<file path="config.mk">
export PLATFORM = sky130hd
export DESIGN_NAME = ebike_stim_gen
export DESIGN_NICKNAME = d
export VERILOG_FILES = /design/src/rtl/ebike_stim_gen.sv
export SDC_FILE = /design/constraint.sdc
export NUM_CORES = 1
export LEC_CHECK = 0
export CAP_MARGIN = 25
export CELL_PAD_IN_SITES_DETAIL_PLACEMENT = 0
export CELL_PAD_IN_SITES_GLOBAL_PLACEMENT = 1
export CORE_ASPECT_RATIO = 1.4
export CORE_MARGIN = 5
export CORE_UTILIZATION = 51
export CTS_CLUSTER_DIAMETER = 30
export DETAILED_ROUTE_END_ITERATION = 8
export PLACE_DENSITY_LB_ADDON = 0.1
export RECOVER_POWER = 100
export SETUP_SLACK_MARGIN = 0.05
export SLEW_MARGIN = 20
export SYNTH_ARGS = -nofsm -noshare
export SYNTH_HDL_FRONTEND = slang
export SYNTH_SLANG_ARGS = --single-unit
export TNS_END_PERCENT = 30
</file>
<file path="constraint.sdc">
create_clock -name clk -period 16.5 [get_ports clk]
set_input_delay 2.475 -clock clk [delete_from_list [all_inputs] [get_ports clk]]
set_output_delay 2.475 -clock clk [all_outputs]
set_load 0.05 [all_outputs]
</file>
<file path="src/rtl/ebike_stim_gen.sv">
// eBike bench stimulus: N_CH slew-limited sensor channels, cadence square wave and
// guarded mode-toggle pulses. Define EBIKE_STIM_NOISE_EN to add LFSR dither on ch_out.
module ebike_stim_gen #(
  parameter int N_CH      = 4,
  parameter int DW        = 12,
  parameter int CAD_W     = 16,
  parameter int RAMP_DIV  = 1024,
  parameter int TGGL_HOLD = 1,
  parameter int TGGL_GAP  = 3,
  localparam int CH_W     = (N_CH > 1) ? $clog2(N_CH) : 1
) (
  input  logic                 clk,
  input  logic                 RST_n,
  input  logic                 cmd_vld,
  output logic                 cmd_rdy,
  input  logic [CH_W-1:0]      cmd_ch,
  input  logic [DW-1:0]        cmd_val,
  input  logic [DW-1:0]        cmd_step,
  output logic [N_CH*DW-1:0]   ch_out,
  output logic [N_CH-1:0]      ch_settled,
  input  logic                 cad_ld,
  input  logic [CAD_W-1:0]     cad_rate,
  output logic                 cadence,
  input  logic                 tggl_req,
  output logic                 tgglMd,
  output logic                 tggl_busy
);

  localparam int PW   = (RAMP_DIV > 1) ? $clog2(RAMP_DIV) : 1;
  localparam int TMAX = (TGGL_HOLD > TGGL_GAP) ? TGGL_HOLD : TGGL_GAP;
  localparam int TW   = $clog2(TMAX + 1);
  localparam logic [PW-1:0] PRE_LAST  = PW'(RAMP_DIV - 1);
  localparam logic [TW-1:0] HOLD_LAST = TW'(TGGL_HOLD - 1);
  localparam logic [TW-1:0] GAP_LAST  = TW'((TGGL_GAP > 0) ? TGGL_GAP - 1 : 0);

  // Move v toward t by at most s, never past t.
  function automatic logic [DW-1:0] ramp_next(input logic [DW-1:0] v,
                                              input logic [DW-1:0] t,
                                              input logic [DW-1:0] s);
    logic [DW-1:0] d;
    d = (t > v) ? t - v : v - t;
    if (s < d) d = s;
    return (t > v) ? v + d : v - d;
  endfunction

  logic          acc;
  logic          acc_q;
  logic [PW-1:0] presc_q;
  logic          tick;

  assign acc     = cmd_vld & cmd_rdy;
  assign cmd_rdy = ~acc_q;
  assign tick    = (presc_q == PRE_LAST);

  always_ff @(posedge clk or negedge RST_n) begin
    if (!RST_n) begin
      acc_q   <= 1'b0;
      presc_q <= '0;
    end else begin
      acc_q   <= acc;
      presc_q <= tick ? '0 : presc_q + 1'b1;
    end
  end

`ifdef EBIKE_STIM_NOISE_EN
  logic [15:0] lfsr_q;

  // Offset by {-1,0,0,+1} chosen by sel, clamped to the DW range.
  function automatic logic [DW-1:0] dither(input logic [DW-1:0] v, input logic [1:0] sel);
    logic [DW-1:0] r;
    r = v;
    case (sel)
      2'b00:   if (v != '0) r = v - 1'b1;
      2'b11:   if (v != '1) r = v + 1'b1;
      default: r = v;
    endcase
    return r;
  endfunction

  always_ff @(posedge clk or negedge RST_n) begin
    if (!RST_n)    lfsr_q <= 16'hACE1;
    else if (tick) lfsr_q <= {lfsr_q[14:0], lfsr_q[15] ^ lfsr_q[13] ^ lfsr_q[12] ^ lfsr_q[10]};
  end
`endif

  for (genvar i = 0; i < N_CH; i++) begin : g_ch
    logic [DW-1:0] val_q;
    logic [DW-1:0] tgt_q;
    logic [DW-1:0] stp_q;
    logic          wr;

    assign wr = acc && (cmd_ch == CH_W'(i));

    // Ramp uses the target/step present before this edge; a same-edge write lands next tick.
    always_ff @(posedge clk or negedge RST_n) begin
      if (!RST_n) begin
        val_q <= '0;
        tgt_q <= '0;
        stp_q <= '0;
      end else begin
        if (stp_q == '0)
          val_q <= tgt_q;
        else if (tick && (val_q != tgt_q))
          val_q <= ramp_next(val_q, tgt_q, stp_q);
        if (wr) begin
          tgt_q <= cmd_val;
          stp_q <= cmd_step;
        end
      end
    end

    assign ch_settled[i] = (val_q == tgt_q);
`ifdef EBIKE_STIM_NOISE_EN
    localparam int LB = (2 * i) % 16;
    localparam int HB = (2 * i + 1) % 16;
    assign ch_out[i*DW +: DW] = dither(val_q, {lfsr_q[HB], lfsr_q[LB]});
`else
    assign ch_out[i*DW +: DW] = val_q;
`endif
  end

  logic [CAD_W-1:0] per_q;
  logic [CAD_W-1:0] ccnt_q;

  always_ff @(posedge clk or negedge RST_n) begin
    if (!RST_n) begin
      per_q  <= '0;
      ccnt_q <= '0;
    end else if (cad_ld) begin
      per_q  <= (cad_rate == CAD_W'(1)) ? CAD_W'(2) : cad_rate;
      ccnt_q <= '0;
    end else if ((per_q == '0) || (ccnt_q == per_q - 1'b1)) begin
      ccnt_q <= '0;
    end else begin
      ccnt_q <= ccnt_q + 1'b1;
    end
  end

  // Low for the first P-P/2 counts of each period, high for the last P/2.
  assign cadence = (per_q != '0) && (ccnt_q >= per_q - (per_q >> 1));

  typedef enum logic [1:0] {T_IDLE, T_HOLD, T_GAP} tggl_state_t;
  tggl_state_t   t_q, t_nx;
  logic [TW-1:0] tcnt_q, tcnt_nx;
  logic          pend_q, pend_nx;

  always_ff @(posedge clk or negedge RST_n) begin
    if (!RST_n) begin
      t_q    <= T_IDLE;
      tcnt_q <= '0;
      pend_q <= 1'b0;
    end else begin
      t_q    <= t_nx;
      tcnt_q <= tcnt_nx;
      pend_q <= pend_nx;
    end
  end

  always_comb begin
    t_nx    = t_q;
    tcnt_nx = tcnt_q + 1'b1;
    pend_nx = pend_q;
    if ((t_q != T_IDLE) && tggl_req) pend_nx = 1'b1;
    case (t_q)
      T_IDLE: begin
        tcnt_nx = '0;
        if (tggl_req) t_nx = T_HOLD;
      end
      T_HOLD: begin
        if (tcnt_q == HOLD_LAST) begin
          tcnt_nx = '0;
          if (TGGL_GAP > 0) begin
            t_nx = T_GAP;
          end else if (pend_nx) begin
            t_nx    = T_HOLD;
            pend_nx = 1'b0;
          end else begin
            t_nx = T_IDLE;
          end
        end
      end
      T_GAP: begin
        if (tcnt_q == GAP_LAST) begin
          tcnt_nx = '0;
          if (pend_nx) begin
            t_nx    = T_HOLD;
            pend_nx = 1'b0;
          end else begin
            t_nx = T_IDLE;
          end
        end
      end
      default: begin
        t_nx    = T_IDLE;
        tcnt_nx = '0;
      end
    endcase
  end

  assign tgglMd    = (t_q == T_HOLD);
  assign tggl_busy = (t_q != T_IDLE) | pend_q;

endmodule

</file>
==> results of run 1 <==
-- through the flow --
stage / worst slack (ps) / area [µm²] / instances
2_1_floorplan: 8620 / 18100 / 2128
3_3_place_gp: 8460 / 19500 / 2626
3_5_place_dp: 8260 / 19500 / 2627
4_1_cts: 8200 / 20000 / 2659
5_1_grt: 4170 / 20000 / 2660
6_report: 6100 / 20000 / 2661
-- sequential cells by signal (all words and copies together), names as in the netlist --
signal / count
per_q: 16
acc_q: 1
tcnt_q: 2
g_ch.stp_q: 48
t_q: 2
presc_q: 10
ccnt_q: 16
pend_q: 1
g_ch.val_q: 48
g_ch.tgt_q: 48
-- worst max-delay path by stage --
stage / startpoint / to / slack (ps)
global placement: g_ch[3].val_q[10]$_DFFE_PN0P_ / g_ch[3].val_q[11]$_DFFE_PN0P_ / 8460
detailed placement: g_ch[3].val_q[10]$_DFFE_PN0P_ / g_ch[3].val_q[11]$_DFFE_PN0P_ / 8260
global route: RST_n / g_ch[2].tgt_q[11]$_DFFE_PN0P_ / 4170
CTS: g_ch[3].val_q[10]$_DFFE_PN0P_ / g_ch[3].val_q[11]$_DFFE_PN0P_ / 8200
floorplan: g_ch[3].val_q[10]$_DFFE_PN0P_ / g_ch[3].val_q[11]$_DFFE_PN0P_ / 8620
finish: RST_n / ccnt_q[0]$_DFF_PN0_ / 6100
-- Yosys cell counts, types with 22 or more instances --
cell,instances
ha_1,239
dfrtp_1,192
inv_1,191
nand2_1,186
a21oi_1,180
o21ai_0,153
nor2_1,148
xnor2_1,125
mux2_2,73
xor2_1,70
a21o_1,54
clkbuf_1,50
nand3_1,39
mux2i_1,34
a211oi_1,32
o21bai_1,28
nor3_1,25
nor2b_1,22
-- kinds of logic (layout without fill, tap and decap cells) --
logic type / Yosys count / after routing
AOI/OAI and AO/OA: 574 / 574
xor gates and xnor gates: 195 / 195
adders and majority gates: 252 / 252
buffers and inverters: 264 / 340
DFF: 192 / 192
muxes: 110 / 110
other: 0 / 1
and+or+nand+nor: 541 / 541
-- worst max-delay path, cell delays in order --
cell and delay (ps):
clkbuf_1 3140, clkbuf_1 2690, clkbuf_1 2020
-- cell type report --
type	count	area (µm²)	share of cell area [%]
Multi-Input combinational cell	1672	12200	61.2
Antenna cell	1	2.50	0.0125
Timing Repair Buffer	115	1080	5.40
Sequential cell	192	4800	24.1
Inverter	193	724	3.63
Clock inverter	13	129	0.645
Clock buffer	19	433	2.17
Tap cell	456	571	2.86
-- metal layers --
layer / wire (µm) / vias up
met1: 20300 / 7414
met5: 0 / -
met2: 24800 / 261
met3: 1710 / 69
li1: - / 7562
met4: 1430 / 0
==> impl_metrics.tcl, run 1 <==
set metrics [dict create \
    period_share_pct 63.0 \
    ctsLongestPathBuffers 2 \
    ys_seq_elements 192 \
    top_usage_layer "met2" \
    synth_top_area_share_pct 26.6 \
    initial_antenna_violation_count 1 \
    synth_largest_area_cell "dfrtp_1" \
    critical_path.startpoint_type "input pin" \
    average_wire_length_per_cell_after_detail_routing_um 18.1 \
    drtIter0Drc 708 \
    placement_rows 81 \
    reg2reg_slack_ps 7210 \
    synth_mux_area_share_pct 6.62 \
    timing.max_slew.rel_slack_pct -205 \
    hold-path-cell-count 1 \
    timing.max_cap.violations 8 \
    synth.lib_cells_used.distinct 77 \
    post-route-min-period_ps 10400 \
    initial_core_util_pct 51.7 \
    arrival_ps 10390 \
    dr_vias 15300 \
    failed_checks "capacitance limit, slew limit" \
    fmaxAchievable_mhz 96.2 \
    synth_edf_count 0 \
    async_set_or_reset_flop_fraction_in_the_synthesized_netlist_pct 100 \
    grt_util_met1_pct 29.0 \
    die_area_mm2 0.0394 \
    dp_hpwl_um 37400 \
    fin_worst_hold_slack_ps 477 \
    area_share_of_and_or_nand_nor_cells_after_synthesis_pct 14.0 \
    global_route_wire_length_before_repair_um 78100 \
    cts-root-buf "clkbuf_16" \
    setup_violations 0 \
    synth.area.top_cells "dfrtp_1 27%, ha_1 17%, xnor2_1 6.1%" \
    drt_drc_violations_left 0 \
    antenna_violating_nets_post_route 0 \
    grt_setup_unrepaired "no" \
    grt_start_max_net_pins 81 \
    syn_to_final_growth_pct 10.5 \
    die_x_um 169 \
    cts_tree "built" \
    share_of_layout_cells_above_drive_strength_1_pct 5.44 \
    syn-num-nets 2427 \
    placeableCoreArea_mm2 0.0350 \
    portBuffers 102 \
    globalRouteMet2Util_pct 45.7 \
    worstPathMaxFanout 80 \
    final_layout_setup_total_negative_slack_ps 0 \
    yosys.area_share.adder_pct 18.0 \
    tritoncts_num_sinks 192 \
    yosysWarningCount 0 \
    final-hold-violation-count 0 \
    timing_worst_setup_path_type "input pin to asynchronous set/reset pin" \
    layout_commonest_cell "ha_1" \
    r2r-start "g_ch[0].val_q[1]$_DFFE_PN0P_" \
    route.detailed.vias_per_inst 5.75 \
    final.setup_skew_ps 9.53 \
    worst_hold_path.endpoint "presc_q[4]$_DFF_PN0_" \
    proportion_of_synthesized_chip_area_in_sequential_cells_pct 26.6 \
    fin_util_pct 57.1 \
    worst-slew-pin-transition_ps 4570 \
    slew_violations 359 \
    cts_resized 0 \
    drt-total-wl_um 48200 \
    post_synthesis_instance_total 2128 \
    floorplan.die.height_um 233 \
    grt_pass1_vias 15400 \
    clk_slew_on_worst_s_h_paths_ps 70 \
    critical_path.endpoint_type "asynchronous set/reset pin" \
    cts_setup_buffers 0 \
    grt.total_usage_pct 24.5 \
    clock_buffer_count_from_cts 17 \
    r2r-end "g_ch[0].val_q[10]$_DFFE_PN0P_" \
    synth-main-ff-cell "dfrtp_1" \
    status "finished with violations" \
    hold_path.startpoint "presc_q[4]$_DFF_PN0_" \
    synth_compound_gate_area_share_pct 19.7 \
    num_io_pins 103 \
    post_synth_instance_area_mm2 0.0181 \
    overflow 0 \
    final_net_count 2490 \
    gp_congestion 0.890 \
    ctsHoldBuffers 0 \
    post_synth_xor_area_fraction_pct 9.45 \
    num-fill-cells 3287 \
    drt-pass1-iter-count 5 \
    worst_skew_pair.late_latency_ps 450 \
    grt.met3_usage_pct 3.16 \
    cts_max_level 4 \
    dominant_combinational_cell_family_by_area_after_synthesis "compound AO/OA/AOI/OAI gates" \
    cp.required_ps 16500 \
    worstHoldPathType "register to register" \
    leading_cell_types_in_the_layout_fill_and_taps_excluded "239 x ha_1, 192 x inv_1, 192 x dfrtp_1" \
    syn_avg_cell_area_um2 8.49 \
    ff2ff_path_depth 32 \
]
Power of run 1 is not shown: default switching activity piles up to over one toggle a cycle in this logic, so the estimate is an artifact.
==> run 2: changes to the inputs <==
--- a/config.mk
+++ b/config.mk
@@ -10,7 +10,7 @@
 export CELL_PAD_IN_SITES_GLOBAL_PLACEMENT = 1
 export CORE_ASPECT_RATIO = 1.4
 export CORE_MARGIN = 5
-export CORE_UTILIZATION = 51
+export CORE_UTILIZATION = 43
 export CTS_CLUSTER_DIAMETER = 30
 export DETAILED_ROUTE_END_ITERATION = 8
 export PLACE_DENSITY_LB_ADDON = 0.1
==> constraint.sdc (replaced) <==
create_clock -name clk -period 9.4 [get_ports clk]
set_input_delay 1.41 -clock clk [delete_from_list [all_inputs] [get_ports clk]]
set_output_delay 1.41 -clock clk [all_outputs]
set_load 0.05 [all_outputs]
==> run 2 against run 1 <==
- the run still ends with capacitance limit, slew limit left
- sequential cell count did not move
- sequential share of layout area fell by 0.23 points
- final cell count rose by 3.3%
- die area rose by 18%
- non-clock buffer count did not move
- global-route usage fell by 3.0 points
- clock skew fell by 3.0 ps
==> impl_metrics.tcl, run 2 (synthesis gave the netlist of run 1 again) <==
set metrics [dict create \
    status "finished with violations" \
    failed_checks "capacitance limit, slew limit" \
    cts_resized 0 \
    postLayoutCellArea_mm2 0.0202 \
    insertedDiodeCount 0 \
    worstPathMaxFanout 15 \
    placement_rows 89 \
    reg.largest.list "g_ch.stp_q x48, g_ch.tgt_q x48, g_ch.val_q x48" \
    post-route-min-period_ps 8500 \
    timing_worst_setup_path_type "register to register" \
    dp_hpwl_um 38600 \
    die_x_um 183 \
    cts_max_level 4 \
    critical_path.endpoint_type "register" \
    period_share_pct 90.4 \
    grt_pass1_vias 15200 \
    share_of_layout_cells_above_drive_strength_1_pct 5.76 \
    initial_core_util_pct 43.2 \
    drt-total-wl_um 49800 \
    average_wire_length_per_cell_after_detail_routing_um 18.1 \
    dpl_cell_area_mm2 0.0196 \
    final-hold-violation-count 0 \
    route.detailed.vias_per_inst 5.47 \
    leading_cell_types_in_the_layout_fill_and_taps_excluded "239 x ha_1, 192 x inv_1, 192 x dfrtp_1" \
    fmaxAchievable_mhz 118 \
    dr_vias 15000 \
    final_layout_setup_total_negative_slack_ps 0 \
    drt_drc_violations_left 0 \
    hold-path-cell-count 1 \
    die_area_mm2 0.0463 \
    clock_buffer_count_from_cts 17 \
    gp_congestion 0.861 \
    cp-startpoint "g_ch[2].tgt_q[0]$_DFFE_PN0P_" \
    critical_path.startpoint_type "register" \
    reg2reg_slack_ps 900 \
    r2r-start "g_ch[2].tgt_q[0]$_DFFE_PN0P_" \
    crit_path_end "g_ch[2].val_q[11]$_DFFE_PN0P_" \
    setup_violations 0 \
    cts_setup_buffers 0 \
    timing.max_cap.violations 6 \
    grt_setup_unrepaired "no" \
    arrival_ps 8840 \
    portBuffers 102 \
    final.setup_skew_ps 6.52 \
    tritoncts_num_sinks 192 \
    grt_start_max_net_pins 109 \
    num_io_pins 103 \
    layout_commonest_cell "ha_1" \
    worst_skew_pair.late_latency_ps 470 \
    cts-root-buf "clkbuf_16" \
    floorplan.die.height_um 253 \
    worstHoldPathType "register to register" \
    drtIter0Drc 733 \
    clk_slew_on_worst_s_h_paths_ps 80 \
    cp.required_ps 9750 \
    cts_tree "built" \
    global_route_wire_length_before_repair_um 80000 \
    ctsHoldBuffers 0 \
    slew_violations 261 \
    crit_slowest_cell "o21ai_0" \
    overflow 0 \
    grt.total_usage_pct 21.6 \
    ctsLongestPathBuffers 2 \
    initial_antenna_violation_count 0 \
    fin_util_pct 48.1 \
    r2r-end "g_ch[2].val_q[11]$_DFFE_PN0P_" \
    drt-pass1-iter-count 5 \
    placeableCoreArea_mm2 0.0419 \
    hold_path.startpoint "acc_q$_DFF_PN0_" \
    worst-slew-pin-transition_ps 6180 \
    final_net_count 2490 \
    ff2ff_path_depth 31 \
    timing.max_slew.rel_slack_pct -312 \
    critical-path-max-stage-delay_ps 970 \
    syn_to_final_growth_pct 11.5 \
    antenna_violating_nets_post_route 0 \
]
## run 2: layout make-up
cell class | instances | area [µm²]
Timing Repair Buffer | 115 | 1080
Clock inverter | 15 | 185
Sequential cell | 192 | 4800
Multi-Input combinational cell | 1672 | 12200
Clock buffer | 17 | 425
Inverter | 193 | 724
Fill cell | 4161 | 21700
Tap cell | 546 | 683
## run 2: worst min-delay path by stage
stage / slack (ps) / to
floorplan: 440 / acc_q$_DFF_PN0_
global placement: 460 / acc_q$_DFF_PN0_
detailed placement: 460 / acc_q$_DFF_PN0_
CTS: 470 / acc_q$_DFF_PN0_
global route: 490 / presc_q[4]$_DFF_PN0_
finish: 470 / acc_q$_DFF_PN0_
## run 2: per-stage QoR
step,cells,setup WS [ps],hold slack (ps)
2_1_floorplan,2128,1520,439
3_3_place_gp,2718,1290,459
3_5_place_dp,2718,1190,462
4_1_cts,2750,1140,475
5_1_grt,2750,251,485
6_report,2750,905,473
## run 2: layer usage
metal | vias to the layer above | track usage [%] | part of all wire (%)
li1 | 7583 | - | -
met1 | 7203 | 25.6 | 43
met2 | 190 | 40.1 | 52
met3 | 59 | 2.91 | 2.7
met4 | 0 | 6.69 | 2.3
met5 | - | 0 | 0
## run 2: worst max-delay path, delay by kind of cell (launching register included)
kind,cells,cell delay (ps)
simple gates,7,1140
flops,1,410
fa+ha+maj,4,1210
compound gates,11,3340
buf+inv,5,1110
mux,1,390
xor+xnor,3,740
Power of run 2 is left out for the same reason.
==> run 3: changes to the inputs <==
--- a/config.mk
+++ b/config.mk
@@ -9,11 +9,11 @@
 export CELL_PAD_IN_SITES_DETAIL_PLACEMENT = 0
 export CELL_PAD_IN_SITES_GLOBAL_PLACEMENT = 1
 export CORE_ASPECT_RATIO = 1.4
-export CORE_MARGIN = 5
+export CORE_MARGIN = 2
 export CORE_UTILIZATION = 43
 export CTS_CLUSTER_DIAMETER = 30
 export DETAILED_ROUTE_END_ITERATION = 8
-export PLACE_DENSITY_LB_ADDON = 0.1
+export PLACE_DENSITY_LB_ADDON = 0.05
 export RECOVER_POWER = 100
 export SETUP_SLACK_MARGIN = 0.05
 export SLEW_MARGIN = 20
==> run 3 against run 2 <==
- worst setup slack got worse by 22 ps
- routed wire length rose by 0.86%
- core utilization rose by 0.39 points
- final cell count fell by 0.15%
- clock skew rose by 8.0 ps
- the flow still finishes with violations (capacitance limit, slew limit)
- register-to-register slack got worse by 20 ps
==> impl_metrics.tcl, run 3 (synthesis gave the netlist of run 1 again) <==
set metrics [dict create \
    gp_congestion 0.849 \
    placement_rows 88 \
    floorplan.die.height_um 247 \
    share_of_layout_cells_above_drive_strength_1_pct 5.71 \
    dp_hpwl_um 39100 \
    failed_checks "capacitance limit, slew limit" \
    worst-slew-pin-transition_ps 4230 \
    drt-pass1-iter-count 5 \
    final-hold-violation-count 0 \
    cts_max_level 4 \
    final_layout_setup_total_negative_slack_ps 0 \
    post-route-min-period_ps 8520 \
    layout_commonest_cell "ha_1" \
    worst_skew_pair.late_latency_ps 470 \
    cts_tree "built" \
    worstPathMaxFanout 25 \
    period_share_pct 90.6 \
    drt_drc_violations_left 0 \
    dr_vias 15100 \
    tritoncts_num_sinks 192 \
    antenna_violating_nets_post_route 0 \
    global_route_wire_length_before_repair_um 79900 \
    die_area_mm2 0.0437 \
    timing.max_cap.violations 6 \
    initial_antenna_violation_count 1 \
    die_x_um 177 \
    clock_buffer_count_from_cts 17 \
    final.setup_skew_ps 14.5 \
    critical_path.startpoint_type "register" \
    ctsLongestPathBuffers 2 \
    cts_resized 0 \
    crit_slowest_cell "a32oi_4" \
    critical_path.most_common_cell "a21oi_1" \
    initial_core_util_pct 43.7 \
    timing_worst_setup_path_type "register to register" \
    grt.total_usage_pct 23.4 \
    reg.largest.list "g_ch.stp_q x48, g_ch.tgt_q x48, g_ch.val_q x48" \
    cts-root-buf "clkbuf_16" \
    worstHoldPathType "register to register" \
    route.detailed.vias_per_inst 5.51 \
    grt_pass1_vias 15200 \
    timing.max_slew.rel_slack_pct -182 \
    critical-path-max-stage-delay_ps 780 \
    placeableCoreArea_mm2 0.0414 \
    leading_cell_types_in_the_layout_fill_and_taps_excluded "239 x ha_1, 192 x dfrtp_1, 191 x inv_1" \
    portBuffers 102 \
    grt_setup_unrepaired "no" \
    syn_to_final_growth_pct 11.2 \
    num_io_pins 103 \
    arrival_ps 8830 \
    setup_violations 0 \
    clk_slew_on_worst_s_h_paths_ps 80 \
    final_net_count 2492 \
    overflow 0 \
    slew_violations 264 \
    drtIter0Drc 808 \
    fmaxAchievable_mhz 117 \
    drt-total-wl_um 50200 \
    cts_setup_buffers 0 \
    status "finished with violations" \
    average_wire_length_per_cell_after_detail_routing_um 18.3 \
    critical_path.endpoint_type "register" \
    cp.required_ps 9720 \
    grt_start_max_net_pins 74 \
    ctsHoldBuffers 0 \
]
run 3: changes by cell type in the layout (fill, tap and decap cells not counted), sizes merged:
cell / before / now
inv: 203 / 200
bufinv: 1 / 0
clkdlybuf4s50: 41 / 42
clkinvlp: 0 / 2
clkbuf: 26 / 28
diode: 0 / 1
dlygate4sd3: 60 / 59
clkinv: 4 / 5
run 3: worst paths after layout:
kind                                              start                            end  slack [ps]  depth (start not counted)
max                        g_ch[0].val_q[1]$_DFFE_PN0P_  g_ch[0].val_q[10]$_DFFE_PN0P_         880                         33
min                                     acc_q$_DFF_PN0_                acc_q$_DFF_PN0_         470                          1
min reg2reg                             acc_q$_DFF_PN0_                acc_q$_DFF_PN0_         470                          1
min in group asynchronous                         RST_n   g_ch[3].val_q[6]$_DFFE_PN0P_        2420                          1
max reg2reg                g_ch[0].val_q[1]$_DFFE_PN0P_  g_ch[0].val_q[10]$_DFFE_PN0P_         880                         33
max in group asynchronous                         RST_n   g_ch[2].tgt_q[5]$_DFFE_PN0P_        1780                          3
run 3: through the flow:
| stage | setup WS, ps | hold slack (ps) | instance area, µm² | instances | util [%] |
|---|---|---|---|---|---|
| 3_5_place_dp | 965 | 461 | 19600 | 2713 | 47.3 |
| 5_1_grt | 112 | 507 | 20100 | 2745 | 48.5 |
| 4_1_cts | 907 | 472 | 20100 | 2744 | 48.7 |
| 3_3_place_gp | 1170 | 451 | 19600 | 2713 | 47.3 |
| 6_report | 883 | 473 | 20100 | 2746 | 48.5 |
| 2_1_floorplan | 1520 | 439 | 18100 | 2128 | - |
run 3: cell type report:
type                    instances  area [µm²]
fillers                      4169       21300
multi-input cells            1672       12200
flip-flops and latches        192        4800
repair buffers                117        1090
inverters                     193         724
well taps                     540         676
clock buffers                  17         425
clock inverters                14         121
diodes                          1        2.50
run 3: per-layer routing:
metal,global-route usage (%),up-vias,wire length (µm)
li1,-,7582,-
met1,27.2,7257,21200
met3,3.26,63,1800
met5,0,-,0
met2,42.5,221,25400
met4,9.91,0,1830
run 3: critical path, delay by kind of cell (launching register included):
kind / cells / cell delay, ps
AO/OA/AOI/OAI: 19 / 4860
adder cells (fa/ha/maj): 4 / 1380
AND/OR/NAND/NOR: 6 / 720
buffers and inverters: 3 / 690
flip-flops: 1 / 530
XOR/XNOR: 1 / 160
Power of run 3 is left out for the same reason.
